==> src/rtl/imem_loader.sv <==
// imem_loader -- debug-unit program download sequencer for the instruction memory.
//
// Collects UART bytes (MSB first) into 32-bit words. Each word goes to the
// instruction memory write port at sequential word addresses. The CPU
// pipeline is held for the whole download. The memory address port returns
// to the fetch PC once the download is finished.
//
// Parameters:
//   ADDR_W          word-address width, memory depth = 2**ADDR_W words
//   HALT_WORD       end-of-program marker (written, then the load ends)
//   TIMEOUT_CYCLES  inter-byte timeout in clk cycles (timeout build only)
//
// Ports:
//   clk, rst    clock; asynchronous active-high reset
//   start_load  one-cycle pulse: begin a download (honoured only in IDLE)
//   rx_valid    one-cycle pulse: rx_data holds a received byte
//   rx_data     received byte
//   pc_addr     fetch address, passed to imem_addr while idle
//   imem_addr   memory address: pc_addr in IDLE, else zero-extended load address
//   imem_wdata  assembled word (registered)
//   imem_wr     one-cycle memory write strobe (registered)
//   cpu_hold    pipeline stall, high in LOAD and DONE
//   busy        high in LOAD
//   done        one-cycle pulse on load completion
//   word_count  words written by the last or current load (saturates at depth)
//   error       sticky inter-byte timeout flag, cleared by start_load
//
// Build option: define IMEM_LOADER_TIMEOUT_EN to enable the inter-byte
// timeout. When it is not defined, error is tied low.

module imem_loader #(
    parameter int          ADDR_W         = 5,
    parameter logic [31:0] HALT_WORD      = 32'hFFFF_FFFF,
    parameter int          TIMEOUT_CYCLES = 1000
) (
    input  logic              clk,
    input  logic              rst,
    input  logic              start_load,
    input  logic              rx_valid,
    input  logic [7:0]        rx_data,
    input  logic [31:0]       pc_addr,
    output logic [31:0]       imem_addr,
    output logic [31:0]       imem_wdata,
    output logic              imem_wr,
    output logic              cpu_hold,
    output logic              busy,
    output logic              done,
    output logic [ADDR_W:0]   word_count,
    output logic              error
);

    localparam logic [1:0] IDLE = 2'd0;
    localparam logic [1:0] LOAD = 2'd1;
    localparam logic [1:0] DONE = 2'd2;

    // word_count value for a completely filled memory (DEPTH)
    localparam logic [ADDR_W:0] FULL_COUNT = {1'b1, {ADDR_W{1'b0}}};

    if (TIMEOUT_CYCLES < 1) begin : gBadTimeout
        $error("imem_loader: TIMEOUT_CYCLES must be at least 1");
    end

    logic [1:0]        state;
    logic [ADDR_W-1:0] loadAddr;
    logic [1:0]        byteCnt;
    // The first three bytes of the word being assembled. The fourth byte
    // completes the word directly from rx_data.
    logic [23:0]       wordBuf;

`ifdef IMEM_LOADER_TIMEOUT_EN
    localparam int TW = $clog2(TIMEOUT_CYCLES + 1);
    logic [TW-1:0] idleTimer;
    logic          errorReg;
`endif

    always_ff @(posedge clk or posedge rst) begin
        if (rst) begin
            state      <= IDLE;
            loadAddr   <= '0;
            byteCnt    <= '0;
            wordBuf    <= '0;
            imem_wdata <= '0;
            imem_wr    <= 1'b0;
            word_count <= '0;
`ifdef IMEM_LOADER_TIMEOUT_EN
            idleTimer  <= '0;
            errorReg   <= 1'b0;
`endif
        end else begin
            imem_wr <= 1'b0;
            case (state)
                IDLE: begin
                    if (start_load) begin
                        state      <= LOAD;
                        loadAddr   <= '0;
                        byteCnt    <= '0;
                        word_count <= '0;
`ifdef IMEM_LOADER_TIMEOUT_EN
                        idleTimer  <= '0;
                        errorReg   <= 1'b0;
`endif
                    end
                end

                LOAD: begin
                    // A byte is accepted even during the write cycle. It becomes
                    // byte 0 of the next word, so back-to-back bytes are never lost.
                    if (rx_valid) begin
                        wordBuf <= {wordBuf[15:0], rx_data};
                        byteCnt <= byteCnt + 2'd1;
                        if (byteCnt == 2'd3) begin
                            imem_wdata <= {wordBuf, rx_data};
                            imem_wr    <= 1'b1;
                        end
                    end

                    // The write cycle: advance the address after the memory
                    // has seen it. Stop at the halt marker or at the last
                    // word, so the address never wraps.
                    if (imem_wr) begin
                        if (word_count != FULL_COUNT)
                            word_count <= word_count + (ADDR_W+1)'(1);
                        if (imem_wdata == HALT_WORD || loadAddr == '1)
                            state <= DONE;
                        else
                            loadAddr <= loadAddr + ADDR_W'(1);
                    end

`ifdef IMEM_LOADER_TIMEOUT_EN
                    // The timer only runs while a word is partially assembled.
                    if (rx_valid) begin
                        idleTimer <= '0;
                    end else if (byteCnt != 2'd0) begin
                        if (idleTimer == TW'(TIMEOUT_CYCLES - 1)) begin
                            errorReg  <= 1'b1;
                            byteCnt   <= '0;
                            idleTimer <= '0;
                            state     <= IDLE;
                        end else begin
                            idleTimer <= idleTimer + TW'(1);
                        end
                    end
`endif
                end

                DONE: begin
                    state <= IDLE;
                end

                default: begin
                    state <= IDLE;
                end
            endcase
        end
    end

    always_comb begin
        imem_addr = pc_addr;
        if (state != IDLE)
            imem_addr = {{(32-ADDR_W){1'b0}}, loadAddr};
    end

    assign cpu_hold = (state == LOAD) || (state == DONE);
    assign busy     = (state == LOAD);
    assign done     = (state == DONE);

`ifdef IMEM_LOADER_TIMEOUT_EN
    assign error = errorReg;
`else
    assign error = 1'b0;
`endif

endmodule

==> config.mk <==
export PLATFORM = sky130hd
export DESIGN_NAME = imem_loader
export DESIGN_NICKNAME = d
export VERILOG_FILES = /design/src/rtl/imem_loader.sv
export SDC_FILE = /design/constraint.sdc
export NUM_CORES = 1
export LEC_CHECK = 0
export BUFFER_PORTS_ARGS = -buffer_cell sky130_fd_sc_hd__buf_2
export CAP_MARGIN = 15
export CORE_UTILIZATION = 36
export DETAILED_ROUTE_END_ITERATION = 8
export GPL_TIMING_DRIVEN = 0
export HOLD_SLACK_MARGIN = 0.12
export PLACE_DENSITY = 0.61
export SYNTH_ARGS = -nofsm -noshare
export SYNTH_HDL_FRONTEND = slang
export SYNTH_SLANG_ARGS = --single-unit
==> constraint.sdc <==
create_clock -name clk -period 2 [get_ports clk]
set_input_delay 0.1 -clock clk [delete_from_list [all_inputs] [get_ports clk]]
set_output_delay 0.1 -clock clk [all_outputs]
set_load 0.05 [all_outputs]
After elaboration in Yosys (flattened, before gate mapping)
Index checks and enable logic that the tools add are counted.
{"block": "op_classes", "n_reduce_logical": 11, "n_lt_le_gt_ge": 0, "n_mul": 0, "n_mux": 19, "n_shift": 0, "bitwise": 0, "n_eq_ne": 12, "addsub": 3, "div_mod_pow": 0}
{"operator": "== test 32 bit, second input constant", "count": 1}
{"operator": "2-to-1 mux 32 bit", "count": 1}
{"operator": "2-to-1 mux 6 bit", "count": 3}
{"operator": "2-to-1 mux 5 bit", "count": 3}
{"operator": "case mux 6 bit (2 select lines)", "count": 1}
{"operator": "2-to-1 mux 2 bit", "count": 5}
{"operator": "case mux 5 bit (2 select lines)", "count": 1}
{"operator": "AND reduction 3 bit", "count": 3}
{"operator": "inequality test 2 bit, second input constant", "count": 4}
{"operator": "case mux 2 bit (2 select lines)", "count": 2}
{"operator": "AND reduction 4 bit", "count": 2}
{"operator": "adder 6 x 1 -> 6 bit, second input constant", "count": 1}
{"operator": "inequality test 6 bit, second input constant", "count": 1}
{"operator": "adder 5 x 1 -> 5 bit, second input constant", "count": 1}
{"operator": "== test 5 bit, second input constant", "count": 1}
{"operator": "== test 2 bit, second input constant", "count": 2}
{"operator": "inequality test 2 x 1 -> 1 bit, second input constant", "count": 2}
{"operator": "nonzero test 2 bit", "count": 2}
{"operator": "2-to-1 mux 1 bit", "count": 3}
{"operator": "adder 2 x 1 -> 2 bit, second input constant", "count": 1}
{"operator": "== test 2 x 1 -> 1 bit, second input constant", "count": 1}
{"operator": "zero test 2 bit", "count": 1}
{"operator": "logical OR 1 bit", "count": 2}
{"operator": "AND reduction 2 bit", "count": 1}
{"block": "word_totals", "in_bits": 44, "ff_bits": 72, "latch_bits": 0, "ramBits": 0, "mem_count": 0, "elab_cells": 52, "romBits": 0, "output_inout_bits": 75}

Depth between registers and ports, before layout
Gate-level depths: netlist of the first run.
{"block": "depth", "depth_word": 5, "mapped_depth": 8}

Worst setup path after synthesis of the first run
No wires, ideal clock.
{"block": "synth_path", "path_kind": "reg2out", "start": "register state[0]", "end": "output imem_addr[3]", "path_stages_with_launch": 6, "slack_ns": -0.184, "required_time_ns": 1.900, "t_arrival_ns": 2.084, "cell_sequence": "dfrtp_1 > inv_1 > ha_1 > clkbuf_1 > clkbuf_1 > o21ai_0"}
{"block": "synth_between", "elab_chain_cells": 2}
{"element": "start: declaration", "line": "63", "source": "logic [1:0] state;"}
{"element": "start signal: assignment", "line": "78", "source": "state <= IDLE;"}
{"element": "start signal: assignment", "line": "94", "source": "state <= LOAD;"}
{"element": "start signal: assignment", "line": "124", "source": "state <= DONE;"}
{"element": "nonzero test 2 bit", "line": "159", "source": "if (state != IDLE)"}
{"element": "2-to-1 mux 32 bit", "line": "159"}
{"element": "end: declaration", "line": "42", "source": "output logic [31:0] imem_addr,"}
No other way between the ends.

Worst setup path in the final report of the first run
{"block": "layout_path", "start": "register state[1]", "end": "register imem_wdata[14]"}
{"block": "layout_between", "elab_chain_cells": 2}
{"element": "== test 2 x 1 -> 1 bit", "line": "91", "source": "case (state)"}
{"element": "AND reduction 3 bit (no line)"}
{"element": "end signal: assignment", "line": "112", "source": "imem_wdata <= {wordBuf, rx_data};"}
{"element": "end: declaration", "line": "43", "source": "output logic [31:0] imem_wdata,"}
No other way between the ends.
A chain may end at the register's enable or synchronous reset.

==> run summary, run 1 <==
For the pin with the worst max-slew slack, the measured transition is 0.563 ns. Number of global-route vias before repair: 2538. Port buffering added 117 buffers. Setup repair after global routing left no endpoint under its margin. The Yosys step of the flow raised 0 warnings. The width of the chip came out at 98.2 um. Synthesis instantiated 37 different standard cells from the library. Total power of the final layout: 0.00759 W. In the layout the commonest cells are buf_2, dfrtp_1, mux2_2. TritonCTS built the clock tree.

At the end of routability-driven placement, the weighted congestion stood at 0.756. After the last flow step, the layout net total stands at 463. Relative to the synthesized area, the layout overhead comes to 36.6%. The tools report the number of buffers created by CTS as 9. The final reports fail on design-rule violations. For the number of antenna repair diodes, the log shows 0. The worst setup path is of the flip-flop to flip-flop kind. The minimum period implied by the final worst setup slack is 1.89 ns, and the number of standard-cell rows in the floorplan is 34. The synthesized design spends more area on one cell type than any other, namely dfrtp_1. Setup violations remaining at the end of the flow were counted as 0. In the routed layout, each cell is associated on average with a via count of 4.87. The required time of the worst setup path is 2.23 ns, and the sum of net half-perimeters after detailed placement is 5440 um. The run finished, with violations left. The die height came out at 98.2 um. The setup total negative slack came out at 0 ns.

In this run the remaining antenna-violating nets after routing total 0. The first global-routing pass estimated 12200 um of wire. The post-synthesis register bit count is 72. For this design, the sink count on the clock tree is 72.

The tools report the initial core utilization as 0.377. The path class of the lowest-slack min-delay path is input pin to asynchronous set/reset pin. The first TritonRoute pass finished after 9 iterations. The number of antenna violations at the first check in global routing was 0; the pin count of the biggest net entering global routing was 72.

The run gives 318 as the post-synth net total. In the routed design, unresolved DRC markers number 7. No sink is reached through more buffers than the 2 on the longest clock path. The logs give 530 MHz for the maximum clock frequency and 0.34 ns for the clock network latency to the later pin of the worst-skew pair.

IR analysis of the VDD net gives a maximum drop of 0.000956 V. The filler cell count in the final layout was 829. The worst hold-check slack was 0.164 ns; the area fraction of the dominant cell type after synthesis was 0.540.

The standby leakage power is 2.29 nW. After detailed routing, the average wire length per cell comes to 14.4 um. For the number of violations reported at the end of detailed-routing iteration 0, the log shows 97.

The max capacitance violation total is 0, and the portion of the clock cycle consumed by the worst path in the final layout is 0.943. Wire length reported by the detailed router: 7530 um. The logs give 0.515 for the post-layout utilization of the core and 3330 um^2 for the netlist area before placement. The global-route total usage across every layer was 0.163. The total count of hold-check failures in the final report is 0.

The number of vias in the routed layout came out at 2551. After synthesis, the cell types taking the most area are dfrtp_1, mux2_2, and2_1. The sort of element at the end of the critical path is a flip-flop.

In this run the count of I/O pins placed on the die edge is 119. Data on the critical path arrives at its endpoint at 2.12 ns. The power density normalized to cell area works out to 1670 nW/um^2.

The logs give 9650 um^2 for the full die area and 3 for the H-tree depth. Clock-pin slew was measured on the worst setup and hold paths at 0.08 ns. The worst slew margin relative to its limit is 0.621, and the post-synthesis average cell area is 12.5 um^2. The master cell of the clock root buffer was clkbuf_8.

Max-slew violation count: 0. The fraction of the yosys area taken by sequential cells was 0.540. Synthesis handed over a netlist of 266 instances.

The worst setup path is launched from a flip-flop. The proportion of layout cells with a drive suffix above 1 came out at 0.534. The core area is 8850 um^2.

Of all nets on the critical path, the largest fanout is 10. After global routing the overflow that remains totals 0. Across the routed clock network, the largest skew measured is 0.00553 ns. Leaving out fill and tap cells, the most frequent cell in the layout is buf_2.
==> what timing repair did <==
| action | in CTS | in global routing |
|---|---|---|
| setup endpoints to repair | 36 | 66 |
| buffers inserted | 5 | 0 |
| endpoints found under the hold margin | 90 | 0 |
| hold buffers | 11 | 0 |
| gates resized for setup | 5 | 48 |
| pin swaps | 1 | 1 |
==> logic make-up after synthesis <==
group | after synthesis | synth area share
and+or+nand+nor | 74 | 0.129
DFF | 72 | 0.540
muxes | 64 | 0.216
AOI/OAI and AO/OA | 22 | 0.0477
buffers and inverters | 22 | 0.0281
adders and majority gates | 8 | 0.0300
xor gates and xnor gates | 3 | 0.00788
other | 1 | 0.00112
==> path summary, 6_finish.rpt <==
| path | start | to | cells past startpoint | slack (ns) |
|---|---|---|---|---|
| min in group clk | wordBuf[23] | imem_wdata[31] | 1 | 0.50 |
| setup reg to reg | state[1] | imem_wdata[14] | 7 | 0.11 |
| hold reg to reg | wordBuf[23] | imem_wdata[31] | 1 | 0.50 |
| max in group asynchronous | rst | imem_wdata[21] | 4 | 1.33 |
| hold / removal | rst | word_count[4] | 3 | 0.16 |
| setup / recovery | state[1] | imem_wdata[14] | 7 | 0.11 |
==> stage by stage <==
| stage | cells | setup WS, ns | instance area [um^2] |
|---|---|---|---|
| 2_1_floorplan | 266 | 0.0751 | 3340 |
| 3_3_place_gp | 491 | -0.868 | 4060 |
| 3_5_place_dp | 492 | -0.0752 | 4090 |
| 4_1_cts | 524 | 0.00147 | 4450 |
| 5_1_grt | 524 | 0.00288 | 4550 |
| 6_report | 524 | 0.114 | 4550 |
==> final cells by class <==
class | instances | area (um^2) | share of cell area
flip-flops and latches | 72 | 1800 | 0.396
inverters | 11 | 43.8 | 0.00962
repair buffers | 134 | 836 | 0.184
clock buffers | 12 | 155 | 0.0341
clock inverters | 4 | 51.3 | 0.0113
multi-input cells | 172 | 1460 | 0.320
plain buffers | 11 | 73.8 | 0.0162
well taps | 108 | 135 | 0.0297
==> metal layers <==
layer,vias up,GRT usage,share of wire
met1,1235,0.201,0.44
met3,8,0.0623,0.067
li1,1217,-,-
met4,0,0.0471,0.013
met2,91,0.267,0.48
met5,-,0,0
==> critical path, cell delays in order (launching register included) <==
cell	delay (ns)
dfrtp_1	0.38
inv_1	0.10
ha_2	0.17
buf_2	0.21
and2_1	0.25
nand2_2	0.13
clkbuf_4	0.24
mux2_2	0.29
==> registers in the layout (all words and copies together) (netlist names) <==
register and flops:
word_count 6, byteCnt 2, loadAddr 5, wordBuf 24, imem_wdata 32, imem_wr 1
state 2
==> where the power goes <==
group	switching, W	internal (W)	leakage, nW	total, W
sequential	0.000429	0.00204	0.914	0.00247
clock	0.000532	0.000647	0.103	0.00118
combinational	0.00265	0.00129	1.28	0.00394
==> cells in the mapped netlist, drive strengths merged <==
cell and count:
or2b 1, and3 2, xnor2 3, o31a 1, nor4 3, o2bb2ai 1, clkbuf 4, nor3 2
a21boi 1, mux2 61, o311ai 1, a32oi 1, conb 1, a21o 3, nor2 8, nand4 9
a21oi 4, mux2i 3, nand2 14, a211oi 1, o21ai 7, and2 28, nand3b 1, o31ai 1
buf 7, nor4b 1, ha 8, nand2b 1, inv 11, a22oi 1, nand3 4, dfrtp 72
(Power assumes the default switching activity.)
==> inputs of run 2 (changes only) <==
--- a/config.mk
+++ b/config.mk
@@ -12,6 +12,7 @@
 export GPL_TIMING_DRIVEN = 0
 export HOLD_SLACK_MARGIN = 0.12
 export PLACE_DENSITY = 0.61
+export RECOVER_POWER = 100
 export SYNTH_ARGS = -nofsm -noshare
 export SYNTH_HDL_FRONTEND = slang
 export SYNTH_SLANG_ARGS = --single-unit
==> constraint.sdc (replaced) <==
create_clock -name clk -period 2 [get_ports clk]
set_input_delay 0.1 -clock clk [delete_from_list [all_inputs] [get_ports clk]]
set_output_delay 0.1 -clock clk [all_outputs]
set_load 0.01 [all_outputs]
==> run summary, run 2 (synthesized netlist as in run 1, its figures left out) <==
Of all nets on the critical path, the largest fanout is 7. 0 antenna diodes ended up in the layout. The tools report the fraction of power consumed by combinational cells as 0.366.

In the layout the commonest cells are buf_2, dfrtp_1, mux2_2. The initial core utilization was 0.377; the overall overflow remaining after global route was 0. For the number of antenna violations at the first check in global routing, the log shows 0. The tools report the number of routed nets with antenna violations as 0. Hold is met by 0.490 ns.

The flow ran to the end, but the final reports show violations. The number of global-route vias before repair came out at 2454. The region available for standard cell placement spans 8850 um^2. The internal portion of the total power is 0.00385 W.

The detailed router placed 2524 vias in this run. Flip-flop count of the largest register after layout: 32. The peak supply drop was 0.000735 V; the proportion of layout cells with a drive suffix above 1 was 0.424. The via density per instance works out to 4.83. The master cell of the clock root buffer was clkbuf_8. Setup violations remaining at the end of the flow were counted as 0.

Worst slew margin relative to its limit: 0.337. Entering global routing, the biggest net connects 73 pins. In this run the worst hold path is classified as input pin to primary output.

After layout, the minimum clock period comes to 1.91 ns. For the share of power burned in registers, the log shows 0.423. For the wire length reported by the detailed router, the log shows 7330 um. The final reports fail on design-rule violations. The die is 98.2 um tall. Counting along the longest clock path gives a buffer depth of 2.

Switching power: 0.00203 W. In this run, the number of DRC markers left after iteration 0 of detailed routing was 81. The setup path with the least slack is of type flip-flop to flip-flop.

The die is 98.2 um wide. The final routed wire length divided by cell count was 14.0 um; the portion of the clock cycle consumed by the worst path in the final layout was 0.957. STA classifies the critical path endpoint as a flip-flop.

The critical path crosses 8 cells after its start point. TritonCTS built the clock tree. During I/O placement, the number of pins put on the boundary was 119. The logs give 523 for the number of cells in the finished layout apart from fillers and 0.211 for the fraction of power consumed by the clock network. The arrival time of the worst setup path is 2.19 ns.

The worst hold path was traced through 3 stages. The tools report the post-layout utilization of the core as 0.497. For the placer congestion estimate, the log shows 0.757. For the clock network latency to the later pin of the worst-skew pair, the log shows 0.34 ns. Power density normalized to cell area: 1340 nW/um^2.

The run gives 0 as the max capacitance violation total. The die covers 9650 um^2. After routing, the total negative slack on setup checks comes to 0 ns.

Counting cells, the worst reg-to-reg path comes to 8. The library cell used most frequently in the layout, excluding fill and tap cells, is buf_2. The number of buffers created by CTS was 9. H-tree depth: 3.

For the standby leakage power, the log shows 2.12 nW. The category of the worst setup path launch point was a flip-flop. Row generation in the floorplan step produced 34 rows. The net count of the finished layout is 462. Register with the most flip-flops: imem_wdata. The slew of the pin with the lowest slew margin is 0.995 ns. The logs give 0.0866 ns for the smallest setup slack after layout and 492 for the number of instances in the placed design. The pre-CTS setup slack was -0.0747 ns. The slowest stage cell on the critical path is dfrtp_1.

Buffers placed on the I/O ports in this run total 117. Grouping stages by cell kind, the critical path spends the most delay in flip-flops. The max-slew violation count was 0.

The switching power as a share of total power was 0.345; the sum of net half-perimeters after detailed placement was 5310 um. For this run, the slowest stage of the critical path takes 0.42 ns. For this run, design rule violations remaining after detail routing come to 4. The signal on the critical path passes through ha_2 > and3_1 > ha_1 > nand2b_4 > a211oi_4 > buf_6 > mux2_4 > o21ai_2.

The clock transition at the registers of the reported paths came out at 0.08 ns. The run gives 0.161 as the global-route total usage across every layer. The logs give 523 MHz for the maximum clock frequency and 0 for the total count of hold-check failures in the final report. The largest registers in the layout are imem_wdata x32, wordBuf x24, word_count x6. The number of search-and-repair iterations in the first detailed-routing pass is 9.

For the worst setup path, the data required time is 2.28 ns. Sum of buffers and inverters on the critical path: 1. For the final database, setup skew stands at 0.0103 ns. The first global-routing pass estimated 12000 um of wire. From synthesis to final layout, the design area changed by 31.9%. Counting every sink on the clock net gives 72.
==> run 2: cell count changes in the layout (fill, tap and decap cells not counted), moves of 2 or more <==
cell,before,now
clkbuf_8,11,9
clkbuf_4,25,2
buf_4,10,7
clkbuf_2,0,2
buf_6,3,1
buf_2,95,79
clkbuf_1,1,44
==> run 2: path summary, 6_finish.rpt <==
check                       startpoint             to  slack, ns
min in group asynchronous          rst  word_count[2]       0.64
max in group asynchronous          rst     byteCnt[1]       0.71
max reg2reg                loadAddr[1]    loadAddr[2]       0.09
max                        loadAddr[1]    loadAddr[2]       0.09
min reg2reg                wordBuf[18]    wordBuf[18]       0.50
min                         pc_addr[7]   imem_addr[7]       0.49
==> run 2: layout make-up <==
cell class                 count  area, um^2
fill                         819        4450
buffer                        11        67.6
sequential                    72        1800
timing repair buffer         133         684
tap                          108         135
multi-input combinational    172        1450
clock buffer                  11         131
inverter                      11        43.8
clock inverter                 5        81.3
==> run 2: per-layer routing <==
layer | wire (um) | GRT usage | vias to the layer above
met4 | 69 | 0.0413 | 0
met1 | 3270 | 0.208 | 1227
met3 | 505 | 0.0608 | 5
met5 | 0 | 0 | -
li1 | - | - | 1216
met2 | 3490 | 0.255 | 76
==> run 2: repair_timing <==
item                                   CTS  global route
pin swaps                                1             0
endpoints found under the hold margin   90             0
hold buffers                            11             0
setup endpoints to repair               65            64
resized for setup                        3            16
buffers inserted                         4             0
==> run 2: power groups by stage <==
stage	sequential (W)	combinational, W	clock [W]
6_report	0.00248	0.00215	0.00124
5_1_grt	0.00258	0.00238	0.00134
4_1_cts	0.00248	0.00224	0.00128
3_5_place_dp	0.00251	0.00220	0
3_3_place_gp	0.00248	0.00215	0
2_1_floorplan	0.00252	0.00132	0
==> run 2: stage by stage <==
step / power (W) / cell area, um^2
floorplan: 0.00383 / 3330
global placement: 0.00463 / 4060
finish: 0.00587 / 4400
global route: 0.00631 / 4400
CTS: 0.00601 / 4450
detailed placement: 0.00471 / 4090
==> run 2: tightest hold or removal path, stage by stage <==
cell and delay, ns:
buf_2 0.07, and2_1 0.10, buf_2 0.12
